===== src/rtl/mcs4_pkg.sv =====
`default_nettype none
// ============================================================================
// Module      : mcs4_pkg
// Description : Shared MCS-4 timing constants: phase indices, quarter-phase
//               slot indices and the clock generator run/halt state encoding.
//               The phase constants are also used by timing_recovery.
// Revision    : 1.0 - initial release
// ============================================================================
package mcs4_pkg;

    // Instruction-cycle phases, in bus order
    localparam logic [2:0] PH_A1 = 3'd0;
    localparam logic [2:0] PH_A2 = 3'd1;
    localparam logic [2:0] PH_A3 = 3'd2;
    localparam logic [2:0] PH_M1 = 3'd3;
    localparam logic [2:0] PH_M2 = 3'd4;
    localparam logic [2:0] PH_X1 = 3'd5;
    localparam logic [2:0] PH_X2 = 3'd6;
    localparam logic [2:0] PH_X3 = 3'd7;

    // Quarter-phase slots: clk1 and clk2 are separated by a gap on each side
    localparam logic [1:0] SL_CLK1 = 2'd0;
    localparam logic [1:0] SL_GAP1 = 2'd1;
    localparam logic [1:0] SL_CLK2 = 2'd2;
    localparam logic [1:0] SL_GAP2 = 2'd3;

    // Generator state
    localparam logic [0:0] ST_RUN  = 1'b0;
    localparam logic [0:0] ST_HALT = 1'b1;

endpackage : mcs4_pkg
`default_nettype wire


===== src/rtl/mcs4_poc_timer.sv =====
`default_nettype none
// ============================================================================
// Module      : mcs4_poc_timer
// Description : Power-on-clear hold timer. Counts complete instruction cycles
//               after reset or a poc_req and drops poc at the end of the
//               final X3. A request always reloads the full count.
// Revision    : 1.0 - initial release
// ============================================================================
module mcs4_poc_timer #(
    parameter int POC_CYCLES = 16
) (
    input  logic sysclk,
    input  logic sysrst_n,
    input  logic poc_req,
    input  logic cyc_end,
    output logic poc
);

    localparam int                    c_LEFT_W    = $clog2(POC_CYCLES + 1);
    localparam logic [c_LEFT_W-1:0]   c_LEFT_LOAD = c_LEFT_W'(POC_CYCLES);
    localparam logic [c_LEFT_W-1:0]   c_LEFT_ONE  = c_LEFT_W'(1);

    logic [c_LEFT_W-1:0] r_poc_left;
    logic                r_poc;

    // Reload on request (wins over a same-edge decrement), else count cycle ends
    always_ff @(posedge sysclk or negedge sysrst_n) begin
        if (!sysrst_n) begin
            r_poc_left <= c_LEFT_LOAD;
            r_poc      <= 1'b1;
        end else if (poc_req) begin
            r_poc_left <= c_LEFT_LOAD;
            r_poc      <= 1'b1;
        end else if (cyc_end && (r_poc_left != '0)) begin
            r_poc_left <= r_poc_left - c_LEFT_ONE;
            if (r_poc_left == c_LEFT_ONE) begin
                r_poc <= 1'b0;
            end
        end
    end

    assign poc = r_poc;

endmodule : mcs4_poc_timer
`default_nettype wire


===== src/rtl/mcs4_clkgen.sv =====
`default_nettype none
// ============================================================================
// Module      : mcs4_clkgen
// Description : MCS-4 two-phase clock, SYNC and POC generator with run/halt/
//               single-step control that only ever stops the bus on an
//               instruction-cycle boundary. All outputs are registered.
// Revision    : 1.0 - initial release
// ============================================================================
module mcs4_clkgen
    import mcs4_pkg::*;
#(
    parameter int SLOT_LEN   = 8,
    parameter int POC_CYCLES = 16
) (
    input  logic       sysclk,
    input  logic       sysrst_n,
    input  logic       run,
    input  logic       step,
    input  logic       poc_req,
    output logic       clk1,
    output logic       clk2,
    output logic       sync,
    output logic       poc,
    output logic [2:0] phase,
    output logic       phase_start,
    output logic       halted
);

    localparam int                  c_CNT_W    = (SLOT_LEN > 1) ? $clog2(SLOT_LEN) : 1;
    localparam logic [c_CNT_W-1:0]  c_CNT_LAST = c_CNT_W'(SLOT_LEN - 1);
    localparam logic [c_CNT_W-1:0]  c_CNT_ONE  = c_CNT_W'(1);

    // Position registers hold the slot currently shown on the outputs
    logic [0:0]         r_state;
    logic               r_live;
    logic [c_CNT_W-1:0] r_slot_cnt;
    logic [1:0]         r_slot;
    logic [2:0]         r_phase;

    logic               r_clk1;
    logic               r_clk2;
    logic               r_sync;
    logic               r_phase_start;
    logic               r_halted;

    logic [0:0]         w_state_nxt;
    logic               w_live_nxt;
    logic [c_CNT_W-1:0] w_slot_cnt_nxt;
    logic [1:0]         w_slot_nxt;
    logic [2:0]         w_phase_nxt;

    logic               w_clk1_nxt;
    logic               w_clk2_nxt;
    logic               w_sync_nxt;
    logic               w_phase_start_nxt;
    logic               w_halted_nxt;

    logic               w_advance;
    logic               w_cyc_end;
    logic               w_poc;

    // r_live is clear right after reset and while parked: the parked position
    // (A1/slot 0/0) has not been shown yet, so the first running edge shows
    // it instead of stepping past it.
    assign w_advance = (r_state == ST_RUN) && r_live;
    assign w_cyc_end = w_advance && (r_phase == PH_X3) &&
                       (r_slot == SL_GAP2) && (r_slot_cnt == c_CNT_LAST);

    mcs4_poc_timer #(
        .POC_CYCLES (POC_CYCLES)
    ) u_poc_timer (
        .sysclk   (sysclk),
        .sysrst_n (sysrst_n),
        .poc_req  (poc_req),
        .cyc_end  (w_cyc_end),
        .poc      (w_poc)
    );

    // State, position counters and registered outputs
    always_ff @(posedge sysclk or negedge sysrst_n) begin
        if (!sysrst_n) begin
            r_state       <= ST_RUN;
            r_live        <= 1'b0;
            r_slot_cnt    <= '0;
            r_slot        <= SL_CLK1;
            r_phase       <= PH_A1;
            r_clk1        <= 1'b0;
            r_clk2        <= 1'b0;
            r_sync        <= 1'b0;
            r_phase_start <= 1'b0;
            r_halted      <= 1'b0;
        end else begin
            r_state       <= w_state_nxt;
            r_live        <= w_live_nxt;
            r_slot_cnt    <= w_slot_cnt_nxt;
            r_slot        <= w_slot_nxt;
            r_phase       <= w_phase_nxt;
            r_clk1        <= w_clk1_nxt;
            r_clk2        <= w_clk2_nxt;
            r_sync        <= w_sync_nxt;
            r_phase_start <= w_phase_start_nxt;
            r_halted      <= w_halted_nxt;
        end
    end

    // Next state and next position; a cycle-end wrap also parks at A1/slot 0/0
    always_comb begin
        w_state_nxt    = r_state;
        w_slot_cnt_nxt = r_slot_cnt;
        w_slot_nxt     = r_slot;
        w_phase_nxt    = r_phase;

        case (r_state)
            ST_RUN: begin
                if (w_cyc_end && !run && !w_poc) begin
                    w_state_nxt = ST_HALT;
                end
            end
            ST_HALT: begin
                // step together with run is simply a resume
                if (run || step || poc_req || w_poc) begin
                    w_state_nxt = ST_RUN;
                end
            end
            default: w_state_nxt = ST_RUN;
        endcase

        if (w_advance) begin
            if (r_slot_cnt == c_CNT_LAST) begin
                w_slot_cnt_nxt = '0;
                if (r_slot == SL_GAP2) begin
                    w_slot_nxt  = SL_CLK1;
                    w_phase_nxt = r_phase + 3'd1;
                end else begin
                    w_slot_nxt  = r_slot + 2'd1;
                end
            end else begin
                w_slot_cnt_nxt = r_slot_cnt + c_CNT_ONE;
            end
        end

        w_live_nxt = (w_state_nxt == ST_RUN);
    end

    // Decode the upcoming position into the values registered on this edge
    always_comb begin
        w_clk1_nxt        = 1'b0;
        w_clk2_nxt        = 1'b0;
        w_sync_nxt        = 1'b0;
        w_phase_start_nxt = 1'b0;
        w_halted_nxt      = 1'b0;

        if (w_state_nxt == ST_HALT) begin
            w_halted_nxt = 1'b1;
        end else begin
            w_clk1_nxt        = (w_slot_nxt == SL_CLK1);
            w_clk2_nxt        = (w_slot_nxt == SL_CLK2);
            w_sync_nxt        = (w_phase_nxt == PH_X3);
            w_phase_start_nxt = (w_slot_nxt == SL_CLK1) && (w_slot_cnt_nxt == '0);
        end
    end

    assign clk1        = r_clk1;
    assign clk2        = r_clk2;
    assign sync        = r_sync;
    assign poc         = w_poc;
    assign phase       = r_phase;
    assign phase_start = r_phase_start;
    assign halted      = r_halted;

endmodule : mcs4_clkgen
`default_nettype wire

===== config.mk =====
export PLATFORM = sky130hd
export DESIGN_NAME = mcs4_clkgen
export DESIGN_NICKNAME = d
export VERILOG_FILES = /design/src/rtl/mcs4_pkg.sv /design/src/rtl/mcs4_poc_timer.sv /design/src/rtl/mcs4_clkgen.sv
export SDC_FILE = /design/constraint.sdc
export NUM_CORES = 1
export LEC_CHECK = 0
export CAP_MARGIN = 15
export CORE_MARGIN = 5
export CORE_UTILIZATION = 55
export CTS_BUF_LIST = sky130_fd_sc_hd__clkbuf_2 sky130_fd_sc_hd__clkbuf_4 sky130_fd_sc_hd__clkbuf_8
export DETAILED_ROUTE_END_ITERATION = 10
export HOLD_SLACK_MARGIN = 0.02
export PLACE_DENSITY = 0.87
export SLEW_MARGIN = 20
export SYNTH_ARGS = -nofsm -noshare
export SYNTH_HDL_FRONTEND = slang
export SYNTH_HIERARCHICAL = 1
export SYNTH_SLANG_ARGS = --single-unit

===== constraint.sdc =====
create_clock -name sysclk -period 2.8 [get_ports sysclk]
set_input_delay 0.7 -clock sysclk [delete_from_list [all_inputs] [get_ports sysclk]]
set_output_delay 0.7 -clock sysclk [all_outputs]
set_load 0.005 [all_outputs]

==> results_dict.tcl, run 1 <==
set metrics [dict create \
    hpwl_mm 1.35 \
    ys_seq_area_share_pct 50.9 \
    wirelength_mm 1.77 \
    fin_crit_ns 2.23 \
    fin_tns_setup_ns 0 \
    syn_inst 82 \
    synth-compound-area-share_pct 7.47 \
    final_util_pct 70.1 \
    muxShareOfSynthArea_pct 8.99 \
    insertion_delay_ns 0.30 \
    grt_start_max_net_pins 21 \
    n_fill_cell 129 \
    first_iter_violations 5 \
    drive_above_1_share_pct 19.0 \
    core_sq_um 1730 \
    cts_resized 0 \
    yosysUniqueCellTypes 31 \
    status "finished, final reports clean" \
    crit_required_ns 3.00 \
    finalCritPeriodShare_pct 79.8 \
    p_switching_uw 94.8 \
    fp.dieH_microns 52.4 \
    whs_ns 0.508 \
    grt_pass1_wl_mm 3.26 \
    clkPwrFrac_pct 43.3 \
    p_per_area_nw_per_um2 442 \
    crit_path_end_kind "flop" \
    area_growth_pct 22.4 \
    synth_top_family_by_area "simple AND/OR/NAND/NOR gates" \
    drt-vias-per-instance 5.23 \
    drv_slew 0 \
    hp-class "flop to flop" \
    gp_congestion 0.870 \
    ios 14 \
    grt_antenna_before_repair 0 \
    regArea_sq_um 503 \
    ys_ff_latch 20 \
    syn_nets 94 \
    crit_type "flop to flop" \
    grt_use_total_pct 16.5 \
    cp-start-kind "flop" \
    yosys_warnings 6 \
    syn_area_per_cell_sq_um 12.1 \
    numCtsBuffers 3 \
    vias 654 \
    synth_edf_count 0 \
    hold_start "u_poc_timer/r_poc_left[4]" \
    die-area_sq_um 2750 \
    cts_hold_buf 0 \
    hold_depth 2 \
    worstReg2RegStart "r_slot_cnt[0]" \
    cts_tree "yes" \
    die_w_microns 52.4 \
    max_cap_viol_count 0 \
    synth_async_sr_flop_share_pct 100 \
    synth_ff_type "dfrtp_1" \
    fin_skew_ns 0.00310 \
    io_buffers 13 \
    root_buffer "clkbuf_4" \
    mappedNetlistArea_sq_um 988 \
    multiInputGateArea_sq_um 459 \
    cp.arrival_ns 2.44 \
    crit_start "r_slot_cnt[0]" \
    pwr-share-comb_pct 2.7 \
    ir_worst_vdd_uv 317 \
    rows 15 \
    power_frac_seq_pct 54.1 \
    internal_power_uw 440 \
    max_freq_ghz 0.447 \
    first_pass_iters 3 \
    clockBufferDepth 2 \
    switching_share_pct 17.7 \
    grt_pass1_vias 719 \
    start_util_pct 57.2 \
    synth_xor_area_share_pct 0.886 \
    drt-wirelength-per-cell_microns 14.2 \
    drc 0 \
    cp_max_fo 5 \
    antenna_cells 0 \
    tightest_slew_ns 0.474 \
    r2r_cells 7 \
    htreeDepth 1 \
    placed_cells 121 \
    yosys.area_share.simple_pct 20.3 \
    rsz0062_at_grt "false" \
    overflow 0 \
    finalHoldViolations 0 \
    final_antenna_net_count 0 \
    nets 113 \
    setup_violations 0 \
    clock_sinks 20 \
    synth_fa_ha_area_share_pct 8.86 \
    final_cells 125 \
    post_cts_buffers 0 \
    cellLeakagePower_nw 0.546 \
    clk_pin_slew_worst_paths_ns 0.11 \
    relSlewSlack_pct 68.3 \
]
-- registers in the layout, indices dropped and copies added (netlist names), 2 cells and up --
signal,flops
phase,3
r_slot,2
r_slot_cnt,3
u_poc_timer/r_poc_left,5
-- cells in the final DEF (no fill, tap or decap), drive strengths merged, types with 2 or more instances in the layout --
master / instances
nor4b: 2
clkdlybuf4s50: 13
dfrtp: 18
dfstp: 2
o21a: 2
ha: 7
or3: 2
nor3: 3
mux2: 6
clkbuf: 3
nand2: 5
a21oi: 3
nand4b: 2
inv: 7
nor2: 7
-- through the flow --
stage               setup slack [ns]  area, sq um  power (mW)
floorplan                      0.704          988       0.295
global placement               0.639         1160       0.309
detailed placement             0.575         1160       0.309
CTS                            0.553         1210       0.543
global route                   0.426         1210       0.561
finish                         0.565         1210       0.534
-- cells in the mapped netlist (2+ instances only) --
| cell | count | area share [%] |
|---|---|---|
| mux2_2 | 3 | 3.4 |
| nor3_1 | 3 | 1.5 |
| dfstp_2 | 2 | 5.3 |
| nor2_1 | 7 | 2.7 |
| nand4b_1 | 2 | 1.8 |
| mux2_4 | 3 | 4.6 |
| dfrtp_1 | 18 | 46 |
| o21a_1 | 2 | 1.5 |
| a21oi_1 | 3 | 1.5 |
| inv_1 | 7 | 2.7 |
| or3_1 | 2 | 1.3 |
| nand2_1 | 5 | 1.9 |
| ha_1 | 7 | 8.9 |
-- final timing paths --
kind	endpoint	slack, ns
worst max-delay path	u_poc_timer/r_poc_left[3]	0.57
worst min-delay path	u_poc_timer/r_poc_left[4]	0.51
worst max register to register	u_poc_timer/r_poc_left[3]	0.57
worst min register to register	u_poc_timer/r_poc_left[4]	0.51
max in group asynchronous	u_poc_timer/poc	1.81
min in group asynchronous	u_poc_timer/r_poc_left[3]	0.73
-- final cells by class --
class                      count  area share, %
clock buffer                   3           1.86
clock inverter                 1           2.48
inverter                       7           2.17
multi-input combinational     55           38.0
sequential                    20           41.6
tap                           25           2.59
timing repair buffer          14           11.4
-- critical path, stage by stage, from the launching register on --
cell,delay (ns)
dfrtp_1,0.39
ha_1,0.16
ha_1,0.24
and4b_1,0.30
and2_1,0.22
or4b_1,0.47
o21a_1,0.18
o21a_1,0.17
-- cells by family after synthesis --
kind of cell	after synthesis
simple gates	30
flops	20
compound gates	10
buf+inv	7
mux	7
fa+ha+maj	7
xor+xnor	1
-- power groups by stage --
stage	sequential [mW]	combinational [mW]	clock, mW
2_1_floorplan	0.294	0.00107	0
3_3_place_gp	0.294	0.0144	0
3_5_place_dp	0.294	0.0146	0
4_1_cts	0.289	0.0148	0.239
5_1_grt	0.289	0.0159	0.256
6_report	0.289	0.0142	0.231
-- metal layers --
metal | track usage [%] | part of all wire (%) | routed length, microns | vias up
li1 | - | - | - | 329
met1 | 20.0 | 44 | 779 | 311
met2 | 26.9 | 49 | 869 | 10
met3 | 4.56 | 4.7 | 84 | 4
met4 | 7.66 | 2.0 | 36 | 0
met5 | 0 | 0 | 0 | -
Power figures use the tool's default switching activity.
==> run 2: changes to the inputs <==
--- a/config.mk
+++ b/config.mk
@@ -7,11 +7,11 @@
 export LEC_CHECK = 0
 export CAP_MARGIN = 15
 export CORE_MARGIN = 5
-export CORE_UTILIZATION = 55
+export CORE_UTILIZATION = 50
 export CTS_BUF_LIST = sky130_fd_sc_hd__clkbuf_2 sky130_fd_sc_hd__clkbuf_4 sky130_fd_sc_hd__clkbuf_8
 export DETAILED_ROUTE_END_ITERATION = 10
 export HOLD_SLACK_MARGIN = 0.02
-export PLACE_DENSITY = 0.87
+export PLACE_DENSITY = 0.84
 export SLEW_MARGIN = 20
 export SYNTH_ARGS = -nofsm -noshare
 export SYNTH_HDL_FRONTEND = slang
==> constraint.sdc (replaced) <==
create_clock -name sysclk -period 1.9 [get_ports sysclk]
set_input_delay 0.475 -clock sysclk [delete_from_list [all_inputs] [get_ports sysclk]]
set_output_delay 0.475 -clock sysclk [all_outputs]
set_load 0.005 [all_outputs]
==> run 2 against run 1 <==
  * Global-route usage grew 1.5 points
  * Combinational power rose by 63%
  * Largest power group unchanged
  * Clock skew down 0.0019 ns
  * Setup slack worse by 0.68 ns
  * Register-to-register slack got worse by 0.68 ns
  * Cell count is 8.0% higher
  * Worst hold slack lost 0.067 ns
  * Flip-flop and latch count unchanged
  * Clock power is 10% higher
  * The flow now finishes with violations (setup timing)
  * Fmax grew 11%
==> results_dict.tcl, run 2 (synthesized netlist as in run 1, its figures left out) <==
set metrics [dict create \
    wirelength_mm 2.09 \
    cpMostUsedCell "o21a_1" \
    finalHoldViolations 0 \
    drc 0 \
    fin_crit_ns 2.02 \
    dp_slack_ns -0.0944 \
    vias 725 \
    cts_tree "yes" \
    die-area_sq_um 2970 \
    root_buffer "clkbuf_4" \
    drv_slew 0 \
    rows 16 \
    insertion_delay_ns 0.31 \
    area_growth_pct 30.4 \
    drt-vias-per-instance 5.37 \
    crit_path_end_kind "flop" \
    ios 14 \
    crit_required_ns 2.12 \
    layout_setup_ws_ns -0.115 \
    numCtsBuffers 3 \
    rsz0062_at_grt "true" \
    final_antenna_net_count 0 \
    setup_violations 1 \
    crit_type "flop to flop" \
    start_util_pct 51.4 \
    clockBufferDepth 2 \
    drive_above_1_share_pct 32.4 \
    first_pass_iters 4 \
    layout.cells.most_common "dfrtp_1" \
    multiInputGateArea_sq_um 492 \
    status "finished, violations left" \
    grt_pass1_vias 785 \
    clock_sinks 20 \
    grt_use_total_pct 18.0 \
    die_w_microns 54.5 \
    largest_reg_flops 5 \
    hpwl_mm 1.59 \
    nets 121 \
    crit_chain "ha_2 > ha_4 > and4b_1 > and2_4 > or4b_4 > o21a_1 > o21a_1" \
    final_util_pct 67.1 \
    fin_tns_setup_ns -0.115 \
    max_cap_viol_count 0 \
    top_register "u_poc_timer/r_poc_left" \
    cp_max_fo 2 \
    crit_start "r_slot_cnt[1]" \
    fin_skew_ns 0.00118 \
    tightest_slew_ns 0.560 \
    cp.arrival_ns 2.23 \
    crit_path_top_delay_cell "or4b_4" \
    ir_worst_vdd_uv 540 \
    max_freq_ghz 0.496 \
    finalCritPeriodShare_pct 106 \
    cellLeakagePower_nw 0.582 \
    grt_antenna_before_repair 0 \
    n_fill_cell 163 \
    relSlewSlack_pct 62.6 \
    grt_pass1_wl_mm 3.61 \
    violations "setup timing" \
    fp.dieH_microns 54.5 \
    grt_start_max_net_pins 13 \
    cp-start-kind "flop" \
    htreeDepth 1 \
    hp-class "primary input to asynchronous set/reset pin" \
    clk_pin_slew_worst_paths_ns 0.11 \
    io_buffers 13 \
    first_iter_violations 11 \
    core_sq_um 1920 \
    worstReg2RegStart "r_slot_cnt[1]" \
    slowest_delay_ns 0.46 \
    antenna_cells 0 \
    gp_congestion 0.846 \
    p_per_area_nw_per_um2 545 \
    p_total_uw 703 \
    regArea_sq_um 503 \
    overflow 0 \
    final_cell_mix "dfrtp_1, clkdlybuf4s50_1, buf_4" \
    drt-wirelength-per-cell_microns 15.5 \
]
==> run 2: area by class of cell <==
type | instances | share of cell area [%]
clock buffer | 4 | 2.82
inverter | 7 | 2.04
multi-input combinational | 55 | 38.2
sequential | 20 | 39.0
tap | 27 | 2.62
timing repair buffer | 22 | 15.3
==> run 2: worst paths after layout <==
path,to,slack (ns),cells past startpoint
max reg2reg,u_poc_timer/r_poc_left[3],-0.12,7
min,clk2,0.44,1
max in group asynchronous,r_slot_cnt[0],0.96,2
min reg2reg,u_poc_timer/r_poc_left[4],0.51,2
max,u_poc_timer/r_poc_left[3],-0.12,7
min in group sysclk,u_poc_timer/r_poc_left[4],0.51,2
==> run 2: routing by layer <==
layer  track usage, %  up-vias  part of all wire (%)
met5                0        -                     0
met4             11.6        0                   3.2
met3             5.45        9                   5.5
met2             29.9       21                    51
met1             19.7      353                    40
li1                 -      342                     -
==> run 2: worst max-delay path: cells and delay by family, from the launching register on <==
kind	cells	cell delay, ns
fa+ha+maj	2	0.34
flops	1	0.38
compound gates	2	0.37
simple gates	3	0.84
==> run 2: power by group <==
group / internal [mW] / switching, mW
registers: 0.426 / 0.000000000000000175
clock network: 0.117 / 0.136
logic: 0.0104 / 0.0128
==> run 2: timing repair <==
action / 4_1_cts / 5_1_grt
endpoints found under the setup margin: 1 / 4
hold buffers: 0 / 0
setup buffers: 0 / 2
gates resized for setup: 0 / 4
pin swaps: 1 / 3
==> run 2: through the flow <==
stage	instances	area [sq um]	hold WS, ns
2_1_floorplan	82	1010	0.179
3_3_place_gp	130	1230	0.484
3_5_place_dp	130	1230	0.491
4_1_cts	134	1270	0.452
5_1_grt	135	1290	0.446
6_report	135	1290	0.442
